<file path="src/rtl/lcd_timing_pkg.sv">
// Shared types and default 800x480 timing for the LCD timing controller.
package lcd_timing_pkg;

  typedef enum logic [1:0] {SEG_SYNC, SEG_BP, SEG_ACT, SEG_FP} seg_t;
  typedef enum logic [1:0] {PWRUP, IDLE, RUN} top_t;

  localparam int unsigned H_SYNC_DEF         = 1;
  localparam int unsigned H_BP_DEF           = 45;
  localparam int unsigned H_ACT_DEF          = 800;
  localparam int unsigned H_FP_DEF           = 210;
  localparam int unsigned V_SYNC_DEF         = 1;
  localparam int unsigned V_BP_DEF           = 22;
  localparam int unsigned V_ACT_DEF          = 480;
  localparam int unsigned V_FP_DEF           = 22;
  localparam int unsigned PWRUP_CYC_DEF      = 16;
  localparam int unsigned FRAMES_PER_PAT_DEF = 60;

  function automatic int unsigned max4(input int unsigned a, input int unsigned b,
                                       input int unsigned c, input int unsigned d);
    int unsigned m;
    m = a;
    if (b > m) m = b;
    if (c > m) m = c;
    if (d > m) m = d;
    return m;
  endfunction

endpackage

</file>
<file path="src/rtl/lcd_axis_counter.sv">
// One display axis: walks SYNC -> BP -> ACT -> FP per step, reporting segment, wrap and
// the index within the active segment.
module lcd_axis_counter
  import lcd_timing_pkg::*;
#(
  parameter int unsigned SYNC = 1,
  parameter int unsigned BP   = 1,
  parameter int unsigned ACT  = 1,
  parameter int unsigned FP   = 1,
  parameter int unsigned IdxW = 11
) (
  input  logic            CLK,
  input  logic            RST,
  input  logic            clear_i,
  input  logic            step_i,
  output logic [1:0]      seg_o,
  output logic            wrap_o,
  output logic [IdxW-1:0] act_idx_o
);

  localparam int unsigned MaxLen = max4(SYNC, BP, ACT, FP);
  localparam int unsigned CntW   = (MaxLen > 1) ? $clog2(MaxLen) : 1;

  seg_t            seg_q, seg_d, seg_nxt;
  logic [CntW-1:0] cnt_q, cnt_d;
  int unsigned     seg_len;
  logic            seg_last;

  always_comb begin
    seg_len = SYNC;
    seg_nxt = SEG_BP;
    unique case (seg_q)
      SEG_SYNC: begin seg_len = SYNC; seg_nxt = SEG_BP;   end
      SEG_BP:   begin seg_len = BP;   seg_nxt = SEG_ACT;  end
      SEG_ACT:  begin seg_len = ACT;  seg_nxt = SEG_FP;   end
      SEG_FP:   begin seg_len = FP;   seg_nxt = SEG_SYNC; end
      default:  ;
    endcase
    seg_last = (32'(cnt_q) == seg_len - 1);

    seg_d = seg_q;
    cnt_d = cnt_q;
    if (clear_i) begin
      seg_d = SEG_SYNC;
      cnt_d = '0;
    end else if (step_i) begin
      if (seg_last) begin
        seg_d = seg_nxt;
        cnt_d = '0;
      end else begin
        cnt_d = cnt_q + CntW'(1);
      end
    end
  end

  always_ff @(posedge CLK) begin
    if (RST) begin
      seg_q <= SEG_SYNC;
      cnt_q <= '0;
    end else begin
      seg_q <= seg_d;
      cnt_q <= cnt_d;
    end
  end

  assign seg_o     = seg_q;
  assign wrap_o    = (seg_q == SEG_FP) && seg_last;
  // Within ACT the segment counter already is the column/row index.
  assign act_idx_o = (seg_q == SEG_ACT) ? IdxW'(cnt_q) : '0;

endmodule

</file>
<file path="src/rtl/lcd_timing_ctrl.sv">
// LCD panel timing: NCLK = CLK/2, power-up GREST sequencing, HD/VD/DEN and X/Y generation.
// Define PATTERN_SEQ_EN to step PAT_SEL every FRAMES_PER_PAT frames; otherwise PAT_SEL is 0.
module lcd_timing_ctrl
  import lcd_timing_pkg::*;
#(
  parameter int unsigned H_SYNC         = H_SYNC_DEF,
  parameter int unsigned H_BP           = H_BP_DEF,
  parameter int unsigned H_ACT          = H_ACT_DEF,
  parameter int unsigned H_FP           = H_FP_DEF,
  parameter int unsigned V_SYNC         = V_SYNC_DEF,
  parameter int unsigned V_BP           = V_BP_DEF,
  parameter int unsigned V_ACT          = V_ACT_DEF,
  parameter int unsigned V_FP           = V_FP_DEF,
  parameter int unsigned PWRUP_CYC      = PWRUP_CYC_DEF,
  parameter int unsigned FRAMES_PER_PAT = FRAMES_PER_PAT_DEF
) (
  input  logic        CLK,
  input  logic        RST,
  input  logic        EN,
  output logic        NCLK,
  output logic        GREST,
  output logic        HD,
  output logic        VD,
  output logic        DEN,
  output logic [10:0] X,
  output logic [9:0]  Y,
  output logic        FRAME_START,
  output logic [1:0]  PAT_SEL
);

  localparam int unsigned PwrW = (PWRUP_CYC > 1) ? $clog2(PWRUP_CYC) : 1;

  if (H_ACT > 2048 || V_ACT > 1024 || PWRUP_CYC == 0 || FRAMES_PER_PAT == 0) begin : g_cfg_check
    $error("lcd_timing_ctrl: unsupported timing parameters");
  end

  top_t            state_q;
  logic            nclk_q;
  logic            origin_q;
  logic [PwrW-1:0] pwr_cnt_q;
  logic [1:0]      h_seg, v_seg;
  logic            h_wrap, v_wrap;
  logic [10:0]     h_idx;
  logic [9:0]      v_idx;
  logic            present, clear, den_d;

  // A tick presents the counters' current position; origin_q marks position (0,0).
  assign present = nclk_q && ((state_q == IDLE && EN) || (state_q == RUN && !(origin_q && !EN)));
  assign clear   = !present && (state_q != RUN);
  assign den_d   = (h_seg == SEG_ACT) && (v_seg == SEG_ACT);

  lcd_axis_counter #(
    .SYNC(H_SYNC), .BP(H_BP), .ACT(H_ACT), .FP(H_FP), .IdxW(11)
  ) u_h_axis (
    .CLK(CLK), .RST(RST), .clear_i(clear), .step_i(present),
    .seg_o(h_seg), .wrap_o(h_wrap), .act_idx_o(h_idx)
  );

  lcd_axis_counter #(
    .SYNC(V_SYNC), .BP(V_BP), .ACT(V_ACT), .FP(V_FP), .IdxW(10)
  ) u_v_axis (
    .CLK(CLK), .RST(RST), .clear_i(clear), .step_i(present && h_wrap),
    .seg_o(v_seg), .wrap_o(v_wrap), .act_idx_o(v_idx)
  );

  always_ff @(posedge CLK) begin
    if (RST) begin
      state_q     <= PWRUP;
      nclk_q      <= 1'b0;
      origin_q    <= 1'b1;
      pwr_cnt_q   <= '0;
      GREST       <= 1'b0;
      HD          <= 1'b1;
      VD          <= 1'b1;
      DEN         <= 1'b0;
      X           <= '0;
      Y           <= '0;
      FRAME_START <= 1'b0;
    end else begin
      nclk_q      <= ~nclk_q;
      FRAME_START <= 1'b0;
      if (nclk_q) begin
        unique case (state_q)
          PWRUP: begin
            if (pwr_cnt_q == PwrW'(PWRUP_CYC - 1)) begin
              state_q <= IDLE;
              GREST   <= 1'b1;
            end else begin
              pwr_cnt_q <= pwr_cnt_q + PwrW'(1);
            end
          end
          IDLE:    if (EN) state_q <= RUN;
          RUN:     if (origin_q && !EN) state_q <= IDLE;
          default: state_q <= PWRUP;
        endcase

        if (present) begin
          HD          <= (h_seg != SEG_SYNC);
          VD          <= (v_seg != SEG_SYNC);
          DEN         <= den_d;
          X           <= den_d ? h_idx : '0;
          Y           <= den_d ? v_idx : '0;
          FRAME_START <= origin_q;
          origin_q    <= h_wrap && v_wrap;
        end else begin
          HD       <= 1'b1;
          VD       <= 1'b1;
          DEN      <= 1'b0;
          X        <= '0;
          Y        <= '0;
          origin_q <= 1'b1;
        end
      end
    end
  end

  assign NCLK = nclk_q;

`ifdef PATTERN_SEQ_EN
  localparam int unsigned FcW = $clog2(FRAMES_PER_PAT + 1);

  logic [FcW-1:0] frame_cnt_q;
  logic [1:0]     pat_q;

  // Counts frame starts; the step lands on the first frame after FRAMES_PER_PAT completed.
  always_ff @(posedge CLK) begin
    if (RST) begin
      frame_cnt_q <= '0;
      pat_q       <= 2'b00;
    end else if (present && origin_q) begin
      if (frame_cnt_q == FcW'(FRAMES_PER_PAT)) begin
        pat_q       <= pat_q + 2'd1;
        frame_cnt_q <= FcW'(1);
      end else begin
        frame_cnt_q <= frame_cnt_q + FcW'(1);
      end
    end
  end

  assign PAT_SEL = pat_q;
`else
  assign PAT_SEL = 2'b00;
`endif

endmodule

</file>
<file path="config.mk">
export PLATFORM = sky130hd
export DESIGN_NAME = lcd_timing_ctrl
export DESIGN_NICKNAME = d
export VERILOG_FILES = /design/src/rtl/lcd_timing_pkg.sv /design/src/rtl/lcd_axis_counter.sv /design/src/rtl/lcd_timing_ctrl.sv
export SDC_FILE = /design/constraint.sdc
export NUM_CORES = 1
export LEC_CHECK = 0
export BUFFER_PORTS_ARGS = -buffer_cell sky130_fd_sc_hd__clkbuf_2
export CAP_MARGIN = 10
export CELL_PAD_IN_SITES_DETAIL_PLACEMENT = 1
export CELL_PAD_IN_SITES_GLOBAL_PLACEMENT = 1
export CORE_AREA = 4 4 100 74
export DETAILED_ROUTE_END_ITERATION = 10
export DIE_AREA = 0 0 104 78
export PLACE_DENSITY_LB_ADDON = 0.1
export REMOVE_ABC_BUFFERS = 1
export SETUP_SLACK_MARGIN = 0.02
export SYNTH_ARGS = -nofsm -noshare
export SYNTH_HDL_FRONTEND = slang
export SYNTH_SLANG_ARGS = --single-unit
</file>
<file path="constraint.sdc">
create_clock -name CLK -period 7 [get_ports CLK]
set_clock_uncertainty 0.2 [all_clocks]
set_input_delay 1.05 -clock CLK [delete_from_list [all_inputs] [get_ports CLK]]
set_output_delay 1.05 -clock CLK [all_outputs]
set_load 0.02 [all_outputs]
</file>
==> summary.txt <==
Power
  – Leakage: 0.00127 uW
  – Pwr Total: 557 uW
  – VDD IR max: 0.0800 mV
  – Power Density: 181 nW/um^2

CTS
  – CTS buffer count: 5
  – Clock-pin slew on the worst setup and hold paths: 0.11 ns
  – CTS tree: yes
  – Resized Gates After CTS: 0
  – Hold buffer count at cts: 0
  – Clk_lat worst skew: 0.31 ns
  – Clock Sinks: 55
  – Post-CTS Setup Inserts: 0
  – Clock Path Buffers: 2
  – H-tree depth: 2
  – CTS root buffer: clkbuf_8

Worst setup path
  – CP Class: reg2reg
  – Arrival time worst endpoint: 2.97 ns
  – Critical Path Start Type: register
  – Crit path cell chain: inv_1 -> ha_1 -> ha_1 -> nor4_1 -> nand2_1 -> nor4_4 -> o211ai_1 -> a32o_1
  – Most used cell along the critical path: ha_1
  – Slowest cell on crit path: nor4_4
  – Max FO, Critical Path: 12
  – Worst path max stage delay: 0.57 ns
  – Crit path capture type: register
  – Worst Path Required: 7.02 ns

STA
  – Worst-margin pin slew: 0.861 ns
  – Rel. slew slack: 42.6%
  – Slew Limit Fails: 0
  – RSZ-0062 raised after global routing: false
  – Minimum clock period: 2.95 ns
  – Final setup margin: 4.05 ns
  – WHS: 0.266 ns
  – Final Hold Fails: 0
  – Fmax: 0.339 GHz
  – TNS Setup: 0 ns
  – Final Cycle Share: 42.1%
  – Final setup vio count: 0

Logic synthesis
  – Post-synth EDFFs: 0
  – Yosys reg bits: 55
  – Avg Cell Area, Syn: 9.63 sq um
  – Area leader, netlist: dfxtp_1
  – Top cells by area, synth: dfxtp_1 (39%), ha_1 (12%), a22o_1 (5.9%)
  – Synthesized instance count: 293
  – Post-synthesis sequential area ratio: 39.0%
  – Ys flop type: dfxtp_1
  – Mapped Area: 2820 sq um
  – Async S/R FF share, synth: 0%
  – Post-synth cell types: 52
  – Synth warnings: 0
  – Share of the synthesized area in the top cell type: 39.0%

Global route
  – GR Overflow Total: 0
  – Global-route usage over all layers: 16.9%
  – Largest net degree at the start of global routing: 22
  – Initial antenna violation count: 0
  – First-pass GRT wire length: 11200 microns
  – Vias in the first global route: 2183

Floorplan
  – Die ar.: 8110 sq um
  – Die X: 104 microns
  – # IOs: 32
  – Starting Density: 43.4%
  – Rows: 25
  – Die Ht: 78 microns
  – Core Region: 6510 sq um

Routing
  – DR WL/cell: 16.4 microns
  – Initial DRC Count: 106
  – Drt pass-1 iters: 4
  – Antenna Violating Nets Remaining: 0
  – # DRC: 0
  – Vias: 2221
  – Final wirelength: 6460 microns
  – Vias per Instance: 5.64

Finish
  – Most common cell after layout, fill and taps aside: dfxtp_1
  – Sequential cell area: 1100 sq um
  – Most frequent cells in the layout: dfxtp_1 (55), clkbuf_2 (27), ha_1 (26), a22o_1 (19), nor2_1 (18)
  – Area delta synth->final: 9.36%
  – Diode count: 0
  – Fillers: 758
  – Final #Nets: 341
  – Multi-input logic area: 1590 sq um
  – Share of cells above drive strength 1: 16.0%

Run status
  – Status: finished clean

Min path
  – Hold crit path type: reg2reg

Flow run
  – Max-Cap Viols: 0

Placement
  – DP HPWL: 4600 microns
  – Port buffer count: 27
  – Pre-CTS setup slack: 3.87 ns
  – Routability cong.: 0.738
==> worst paths after layout <==
| kind | startpoint | endpoint | slack, ns | cells past startpoint |
|---|---|---|---|---|
| min | DEN$_SDFFE_PP0P_ | DEN$_SDFFE_PP0P_ | 0.27 | 1 |
| max reg2reg | u_v_axis.seg_o[0]$_SDFFE_PP0P_ | u_v_axis.cnt_q[3]$_SDFFE_PP0P_ | 4.05 | 8 |
| max | u_v_axis.seg_o[0]$_SDFFE_PP0P_ | u_v_axis.cnt_q[3]$_SDFFE_PP0P_ | 4.05 | 8 |
| min reg2reg | DEN$_SDFFE_PP0P_ | DEN$_SDFFE_PP0P_ | 0.27 | 1 |
==> through the flow <==
step           instance area, sq um  utilization, %  std cells
2_1_floorplan                  2720               -        277
3_3_place_gp                   2960            45.6        386
3_5_place_dp                   2960            45.6        386
4_1_cts                        3090            47.4        394
5_1_grt                        3090            47.4        394
6_report                       3090            47.4        394
==> Yosys cell counts, types with 2 or more instances <==
library cell / count
a32o_1: 7
buf_4: 5
a21o_1: 2
xor2_1: 5
ha_1: 26
buf_6: 2
mux2i_1: 2
dfxtp_1: 55
o21ai_0: 7
clkbuf_1: 6
nor3b_1: 7
a21oi_1: 14
nand3_1: 9
or2_2: 2
buf_2: 6
inv_1: 8
xnor2_1: 8
nand2_1: 16
and3_1: 11
nor3_1: 9
nor2b_1: 2
a22o_1: 19
or3_1: 4
nor2_1: 18
nor4_1: 4
o211ai_1: 8
nand3b_1: 2
nand4_1: 3
nand4b_1: 3
==> registers in the layout (all words and copies together), names as in the netlist, 2 cells and up <==
| signal | count |
|---|---|
| X | 10 |
| Y | 9 |
| pwr_cnt_q | 4 |
| state_q | 2 |
| u_h_axis.cnt_q | 10 |
| u_h_axis.seg_o | 2 |
| u_v_axis.cnt_q | 9 |
| u_v_axis.seg_o | 2 |
==> cells by family (layout without fill, tap and decap cells) <==
logic type	count (synthesis)	after routing	synth area share, %
other	1	4	0.133
adder cells (fa/ha/maj)	26	26	11.5
XOR/XNOR	13	13	4.04
flip-flops	55	55	39.0
multiplexers	2	2	0.710
buffers and inverters	27	44	5.06
AO/OA/AOI/OAI	67	67	18.2
AND/OR/NAND/NOR	102	102	21.3
==> metal layers <==
metal,up-vias,track usage (%),share of wire [%]
met2,36,25.4,41
met3,6,3.24,3.6
met4,0,3.19,0.63
met1,1077,25.2,55
met5,-,0,0
li1,1102,-,-
==> where the power goes <==
| part | switching (uW) | internal [uW] |
|---|---|---|
| Combinational | 9.61 | 3.08 |
| Clock | 110 | 118 |
| Sequential | 2.48 | 314 |
| Total | 122 | 435 |
==> critical path, delay by kind of cell, from the launching register on <==
kind	cells	cell delay (ns)
AOI/OAI and AO/OA	2	0.49
adders and majority gates	2	0.70
buffers and inverters	1	0.12
DFF	1	0.34
and+or+nand+nor	3	1.00
==> cell type report <==
class	count	area share, %
Multi-Input combinational cell	214	51.5
Tap cell	81	3.28
Timing Repair Buffer	28	4.62
Clock buffer	6	2.68
Clock inverter	2	1.26
Sequential cell	55	35.7
Inverter	8	0.973
No activity file was read; power rests on OpenSTA's default activity.
